[src/rtl/serial_adder_pkg.sv]
// Shared constants for the bit-serial adder.
// State encoding is exported so benches can decode state values.
package serial_adder_pkg;

  localparam logic [1:0] ST_IDLE = 2'd0;
  localparam logic [1:0] ST_RUN  = 2'd1;
  localparam logic [1:0] ST_DONE = 2'd2;

  typedef enum logic [1:0] {
    IDLE = ST_IDLE,
    RUN  = ST_RUN,
    DONE = ST_DONE
  } state_e;

  // Counter holds 0..WIDTH-1 with headroom, so it never wraps in one op.
  function automatic int cnt_w(input int w);
    return $clog2(w) + 1;
  endfunction

endpackage

[src/rtl/full_add.sv]
// Single-bit full adder, the arithmetic core of the serial adder.
// Purely combinational.
module full_add (
  input  logic a,
  input  logic b,
  input  logic cin,
  output logic sum,
  output logic cout
);

  assign sum  = a ^ b ^ cin;
  assign cout = (a & b) | (a & cin) | (b & cin);

endmodule

[src/rtl/serial_adder.sv]
// Bit-serial WIDTH-bit adder: one full adder, LSB first,
// carry recirculated through a flop, done pulse on completion.
module serial_adder
  import serial_adder_pkg::*;
#(
  parameter int WIDTH = 8
) (
  input  logic             clk,
  input  logic             rst,
  input  logic             start,
  input  logic [WIDTH-1:0] a,
  input  logic [WIDTH-1:0] b,
  input  logic             cin,
  output logic             busy,
  output logic             done,
  output logic [WIDTH-1:0] sum,
  output logic             cout
);

  localparam int CW = cnt_w(WIDTH);

  state_e           state_q, state_d;
  logic [WIDTH-1:0] sh_a_q, sh_a_d;
  logic [WIDTH-1:0] sh_b_q, sh_b_d;
  logic [WIDTH-1:0] psum_q, psum_d;
  logic [WIDTH-1:0] sum_q, sum_d;
  logic             carry_q, carry_d;
  logic             cout_q, cout_d;
  logic [CW-1:0]    cnt_q, cnt_d;

  logic             fa_sum;
  logic             fa_cout;
  logic [WIDTH-1:0] psum_nx;
  logic             last_bit;

  full_add u_fa (
    .a    (sh_a_q[0]),
    .b    (sh_b_q[0]),
    .cin  (carry_q),
    .sum  (fa_sum),
    .cout (fa_cout)
  );

  // New bit enters at the MSB; after WIDTH shifts it is aligned.
  generate
    if (WIDTH == 1) begin : g_psum1
      assign psum_nx = fa_sum;
    end else begin : g_psumn
      assign psum_nx = {fa_sum, psum_q[WIDTH-1:1]};
    end
  endgenerate

  assign last_bit = (cnt_q == CW'(WIDTH - 1));

  always_comb begin
    state_d = state_q;
    sh_a_d  = sh_a_q;
    sh_b_d  = sh_b_q;
    psum_d  = psum_q;
    sum_d   = sum_q;
    carry_d = carry_q;
    cout_d  = cout_q;
    cnt_d   = cnt_q;
    case (state_q)
      IDLE, DONE: begin
        if (start) begin
          sh_a_d  = a;
          sh_b_d  = b;
          carry_d = cin;
          psum_d  = '0;
          cnt_d   = '0;
          state_d = RUN;
        end else begin
          state_d = IDLE;
        end
      end
      RUN: begin
        psum_d  = psum_nx;
        carry_d = fa_cout;
        sh_a_d  = sh_a_q >> 1;
        sh_b_d  = sh_b_q >> 1;
        cnt_d   = cnt_q + CW'(1);
        if (last_bit) begin
          sum_d   = psum_nx;
          cout_d  = fa_cout;
          state_d = DONE;
        end
      end
      default: state_d = IDLE;
    endcase
  end

  always_ff @(posedge clk or posedge rst) begin
    if (rst) begin
      state_q <= IDLE;
      sh_a_q  <= '0;
      sh_b_q  <= '0;
      psum_q  <= '0;
      sum_q   <= '0;
      carry_q <= 1'b0;
      cout_q  <= 1'b0;
      cnt_q   <= '0;
    end else begin
      state_q <= state_d;
      sh_a_q  <= sh_a_d;
      sh_b_q  <= sh_b_d;
      psum_q  <= psum_d;
      sum_q   <= sum_d;
      carry_q <= carry_d;
      cout_q  <= cout_d;
      cnt_q   <= cnt_d;
    end
  end

  assign busy = (state_q == RUN);
  assign done = (state_q == DONE);
  assign sum  = sum_q;
  assign cout = cout_q;

endmodule

[config.mk]
export PLATFORM = sky130hd
export DESIGN_NAME = serial_adder
export DESIGN_NICKNAME = d
export VERILOG_FILES = /design/src/rtl/serial_adder_pkg.sv /design/src/rtl/full_add.sv /design/src/rtl/serial_adder.sv
export SDC_FILE = /design/constraint.sdc
export NUM_CORES = 1
export LEC_CHECK = 0
export CAP_MARGIN = 10
export CORE_ASPECT_RATIO = 0.7
export CORE_MARGIN = 2
export CORE_UTILIZATION = 40
export CTS_CLUSTER_DIAMETER = 80
export DETAILED_ROUTE_END_ITERATION = 8
export GPL_TIMING_DRIVEN = 0
export PLACE_DENSITY = 0.75
export SETUP_SLACK_MARGIN = 0.02
export SYNTH_ARGS = -nofsm -noshare
export SYNTH_HDL_FRONTEND = slang
export SYNTH_HIERARCHICAL = 1
export SYNTH_SLANG_ARGS = --single-unit
export TNS_END_PERCENT = 100
[constraint.sdc]
create_clock -name clk -period 1.9 [get_ports clk]
set_input_delay 0.38 -clock clk [delete_from_list [all_inputs] [get_ports clk]]
set_output_delay 0.38 -clock clk [all_outputs]
set_load 0.02 [all_outputs]
==> results of run 1 <==
-- metrics by stage --
step,util (%),std cells,total power [mW]
floorplan,-,115,2.39
global placement,50.7,197,2.79
finish,53.3,205,3.42
detailed placement,50.7,197,2.85
CTS,53.3,205,3.44
global route,53.3,205,3.66
-- placed cells by master (no fill, tap or decap), drive strengths merged --
cell type and n:
a22o 26, nor2b 3, mux2i 2, mux2 10, nor3b 1, fa 1
clkinvlp 1, nor2 1, nand2b 1, ha 1, clkdlybuf4s50 29, inv 1
clkdlybuf4s15 1, dfrtp 39, nand4 1, nand2 3, clkbuf 5, a21o 15
o21ai 1, clkinv 2, buf 8, and2b 1
-- worst paths after layout --
kind,endpoint,slack [ps]
worst max-delay path,done,100
worst min-delay path,sh_b_q[3],480
worst max register to register,sum[5],210
worst min register to register,sh_b_q[3],480
max in group asynchronous,sh_a_q[2],860
min in group asynchronous,sum[3],540
-- logic make-up (layout without fill, tap and decap cells) --
kind of cell | Yosys count | in the layout | share of synthesized area, %
flip-flops | 39 | 39 | 60.6
adder cells (fa/ha/maj) | 2 | 2 | 2.02
multiplexers | 12 | 12 | 8.23
AND/OR/NAND/NOR | 11 | 11 | 4.74
AO/OA/AOI/OAI | 42 | 42 | 21.4
buffers and inverters | 9 | 47 | 3.03
-- worst register-to-register path: cells and delay by family, from the launching register on --
| kind | cells | cell delay [ps] |
|---|---|---|
| mux | 1 | 340 |
| simple gates | 2 | 440 |
| flops | 1 | 380 |
| buf+inv | 2 | 390 |
-- area by class of cell --
type                    instances  area, sq um
clock buffers                   5         68.8
multi-input cells              67          587
inverters                       1         3.75
plain buffers                   7         42.5
fillers                       347         1820
clock inverters                 3         25.0
repair buffers                 31          309
flip-flops and latches         39          976
well taps                      52         65.1
-- cells in the mapped netlist (all sizes together) --
library cell	instances
buf	8
nand4	1
nor2b	3
nor3b	1
nand2b	1
mux2i	2
ha	1
and2b	1
a21o	15
nor2	1
dfrtp	39
fa	1
o21ai	1
inv	1
nand2	3
mux2	10
a22o	26
-- routing by layer --
metal,vias to the layer above,global-route usage [%]
met1,563,22.9
met4,0,4.36
met2,22,22.6
li1,497,-
met5,-,0
met3,5,4.75
-- registers in the layout, indices dropped and copies added (netlist names) --
signal / flops
sh_a_q: 8
sh_b_q: 8
sum: 8
psum_q: 7
cnt_q: 4
state_q: 2
carry_q: 1
cout: 1
-- power groups by stage --
| stage | clock (mW) | sequential [mW] | combinational (mW) |
|---|---|---|---|
| after floorplan | 0 | 1.47 | 0.920 |
| after global placement | 0 | 1.41 | 1.38 |
| after detailed placement | 0 | 1.44 | 1.42 |
| after CTS | 0.586 | 1.42 | 1.43 |
| after global routing | 0.624 | 1.47 | 1.57 |
| final | 0.579 | 1.42 | 1.42 |
-- timing repair --
action                     4_1_cts  5_1_grt
buffers inserted                 1        0
gates resized for setup          4        0
setup endpoints to repair        1        0
==> impl_results.md, run 1 <==
* Min-delay src: sh_b_q[3]
* Post-Synthesis Cells at 115
* Max Cap Viol at 0
* Worst Slack Setup Final at 101 ps
* Rel. slew slack at 47.8%
* Switch Pwr at 1.20 mW
* DR WL/cell at 15.4 um
* CTS max path bufs at 2
* Share of the synthesized area in the top cell type at 60.6%
* Share of cells above drive strength 1 at 14.4%
* Synth warn at 6
* Via density at 5.30
* Worst Hold Class: reg -> reg
* Hold Path Depth at 1
* Clock Pin Slew Worst Setup and Hold Paths at 80 ps
* Outcome: finished, final reports clean
* Post-synth cell types at 19
* Die H at 57.1 um
* Largest cells by area after synthesis: dfrtp_1, a22o_1, a21o_1
* Routed metal-1 wire length at 1630 um
* Post-DP Area at 0.00198 sq mm
* Detailed Routing Iterations Pass 1 at 4
* Top Metal Used: met4
* CTS buffer count at 5
* Crit path DAT at 1420 ps
* RSZ-0062 raised after global routing: false
* Fmax at 0.556 GHz
* First DRT Iteration DRCs at 51
* # setup viols final at 0
* Final net count at 174
* Largest area contributor in the netlist: dfrtp_1
* Crit path buf inv count at 1
* Critical path depth in cells at 2
* Max Clock Skew at 12.3 ps
* Seq/Total Area, Yosys at 60.6%
* Skew-Pair Late Insertion Delay at 300 ps
* Hold Buf Count CTS at 0
* Register share of total power at 41.6%
* Largest net degree at the start of global routing at 40
* GP Congestion at 0.725
* Leakage power total at 1.03 nW
* Core area at 0.00390 sq mm
* Metal2 WL at 1360 um
* Vias in the first global route at 1148
* Sink Count at 39
* Crit start category: register
* Min Hold Slack at 479 ps
* Syn-to-layout area delta at 28.9%
* WP data required at 1520 ps
* Hold Vio Cnt, Final at 0
* Post-Syn Nets at 137
* Synth Register Bits at 39
* Syn Area/Cell at 14.0 sq um
* # IOs at 31
* DIE AREA at 0.00456 sq mm
* CTS root buffer: clkbuf_8
* N_diodes at 0
* Die X at 79.9 um
* Clk pwr share at 16.9%
* Via count at 1087
* Clock H-tree levels at 2
* Crit share post-route at 94.7%
* Wirelength, routed at 3170 um
* Final slew viol count at 0
* Cell Area, Synth at 0.00161 sq mm
* Crit-path max FO at 4
* Gate power share at 41.5%
* HPWL Detailed at 2170 um
* Port-buffer cells at 30
* Number of remaining DRC errors at 0
* Register-to-Register Path Depth at 5
* ANT nets after route at 0
* Crit. End Element: primary output
* R2R Path Start: state_q[1]
* Starting Density at 41.3%
* Peak supply drop at 763 uV
* Core Rows at 19
* Fin area at 0.00208 sq mm
* Dpl ws at -233 ps
* CP top delay family: buffers and inverters
* Met3 WL post-DR at 131 um
* Final min period at 1800 ps
* Max incr delay on CP at 600 ps
* P_int at 2.22 mW
* Cells along the critical path: nor2b_1 > clkdlybuf4s50_1
* First-pass GRT wire length at 5360 um
* PwrDens at 1650 mW/mm^2
* Worst-Margin Slew at 782 ps
* Global Route Usage Sum at 15.5%
* Post-route setup TNS at 0 ps
* WS Path Type: reg -> out
* Worst path slowest cell: clkdlybuf4s50_1
* Worst Setup SP: state_q[0]
* Initial antenna violation count at 0
* Gr ovfl total at 0
* Fraction of power spent switching nets at 35.2%
* CTS tree: done
(Power assumes the default switching activity.)
==> inputs of run 2 (changes only) <==
PLACE_DENSITY = 0.67   (was 0.75)
SKIP_LAST_GASP = 1   (was unset)
==> run 2 against run 1 <==
Final cell count down 0.98%. Count of clock-buffer cells in the layout rose by 3. Critical path type unchanged. Worst hold slack gained 1.7 ps. Flip-flop and latch count stayed put. Non-clock buffer count down 2. Clock skew down 8.2 ps. Global-route usage decreased by 0.084 points. Sequential power barely moved. Largest power group unchanged. Sequential share of layout area rose by 0.20 points. Highest routed layer unchanged.
==> impl_results.md, run 2 (same netlist as run 1, synthesis figures left out) <==
* Port-buffer cells at 30
* Clock Pin Slew Worst Setup and Hold Paths at 70 ps
* Crit share post-route at 94.3%
* Number of remaining DRC errors at 0
* Worst-Margin Slew at 795 ps
* CTS root buffer: clkbuf_8
* Crit path DAT at 1410 ps
* Worst r2r dst: sum[0]
* Via count at 1061
* Peak supply drop at 814 uV
* Post-route setup TNS at 0 ps
* Met3 WL post-DR at 97 um
* Final min period at 1790 ps
* Hold Path Depth at 1
* WP data required at 1520 ps
* CTS max path bufs at 2
* Min-delay src: sh_b_q[2]
* R2R setup slack at 220 ps
* PwrDens at 1660 mW/mm^2
* Most common cell after layout, fill and taps aside: dfrtp_1
* Initial antenna violation count at 0
* DR WL/cell at 15.4 um
* # setup viols final at 0
* Commonest non-fill, non-tap cells in the layout: dfrtp_1, clkdlybuf4s50_1, a22o_1
* Metal2 WL at 1380 um
* Crit-path max FO at 22
* Wirelength, routed at 3120 um
* Post-CTS Setup Bufs at 0
* Via density at 5.23
* Largest net degree at the start of global routing at 40
* Core area at 0.00390 sq mm
* Top Metal Used: met4
* Min Hold Slack at 481 ps
* Final net count at 172
* Register-to-Register Path Depth at 4
* Crit. End Element: primary output
* DIE AREA at 0.00456 sq mm
* Die X at 79.9 um
* Core Rows at 19
* Worst Hold Class: reg -> reg
* Detailed Routing Iterations Pass 1 at 4
* Fill count at 347
* N_diodes at 0
* Starting Density at 41.3%
* Gr ovfl total at 0
* GP Congestion at 0.710
* Routed metal-1 wire length at 1570 um
* Post-CTS resize count at 3
* CTS tree: done
* Skew-Pair Late Insertion Delay at 290 ps
* Worst hold endpoint: sh_b_q[2]
* WS Path Type: reg -> out
* Crit start category: register
* Share of cells above drive strength 1 at 12.6%
* R2R Path Start: state_q[1]
* Post-layout util at 53.0%
* Fmax at 0.558 GHz
* First-pass GRT wire length at 5150 um
* Outcome: finished, final reports clean
* # IOs at 31
* Max Clock Skew at 4.15 ps
* Clock H-tree levels at 2
* Global Route Usage Sum at 15.5%
* Hold Buf Count CTS at 0
* Final slew viol count at 0
* Rel. slew slack at 47.0%
* Leakage power total at 1.03 nW
* CTS buffer count at 5
* Max Cap Viol at 0
* First DRT Iteration DRCs at 72
* ANT nets after route at 0
* Hold Vio Cnt, Final at 0
* RSZ-0062 raised after global routing: false
* Die H at 57.1 um
* HPWL Detailed at 2060 um
* Vias in the first global route at 1032
* Syn-to-layout area delta at 28.3%
* Sink Count at 39
[run 2: layer usage]
layer	vias up	global-route usage, %
li1	494	-
met1	540	22.2
met2	19	21.1
met3	8	4.43
met4	0	8.72
met5	-	0
[run 2: how the worst max path moves through the flow]
stage | from | endpoint | slack, ps | cells after the start
after detailed placement | state_q[1] | busy | -230 | 4
after global routing | state_q[0] | done | 40 | 2
after global placement | state_q[1] | busy | -230 | 4
after floorplan | state_q[1] | busy | 480 | 3
after CTS | state_q[0] | done | 90 | 2
final | state_q[1] | busy | 110 | 2
[run 2: stage by stage]
step	worst slack [ps]	cells	power, mW	cell area, sq um
2_1_floorplan	483	115	2.39	1610
3_3_place_gp	-226	197	2.81	1980
3_5_place_dp	-229	197	2.85	1980
4_1_cts	90.4	203	3.45	2070
5_1_grt	36.3	203	3.66	2070
6_report	107	203	3.43	2070
[run 2: final cells by class]
cell class	count	area [sq um]	area share (%)
Sequential cell	39	976	47.2
Multi-Input combinational cell	67	587	28.4
Timing Repair Buffer	30	302	14.6
Clock buffer	8	100	4.84
Tap cell	52	65.1	3.15
Buffer	6	35.0	1.69
Inverter	1	3.75	0.181
[run 2: report_power, final]
group	internal [mW]	leakage, nW	switching, mW
clock network	0.331	0.0515	0.288
logic	0.738	0.483	0.648
registers	1.19	0.498	0.228
total	2.26	1.03	1.16
[run 2: worst max-delay path, cell delays in order, from the launching register on]
cell	delay, ps
dfrtp_1	370
and2b_4	430
clkdlybuf4s15_2	310
==> inputs of run 3 (changes only) <==
CTS_CLUSTER_SIZE = 10   (was unset)
==> results of run 3 <==
Same layout as run 2: the final DEF is identical, and so are final timing and power.
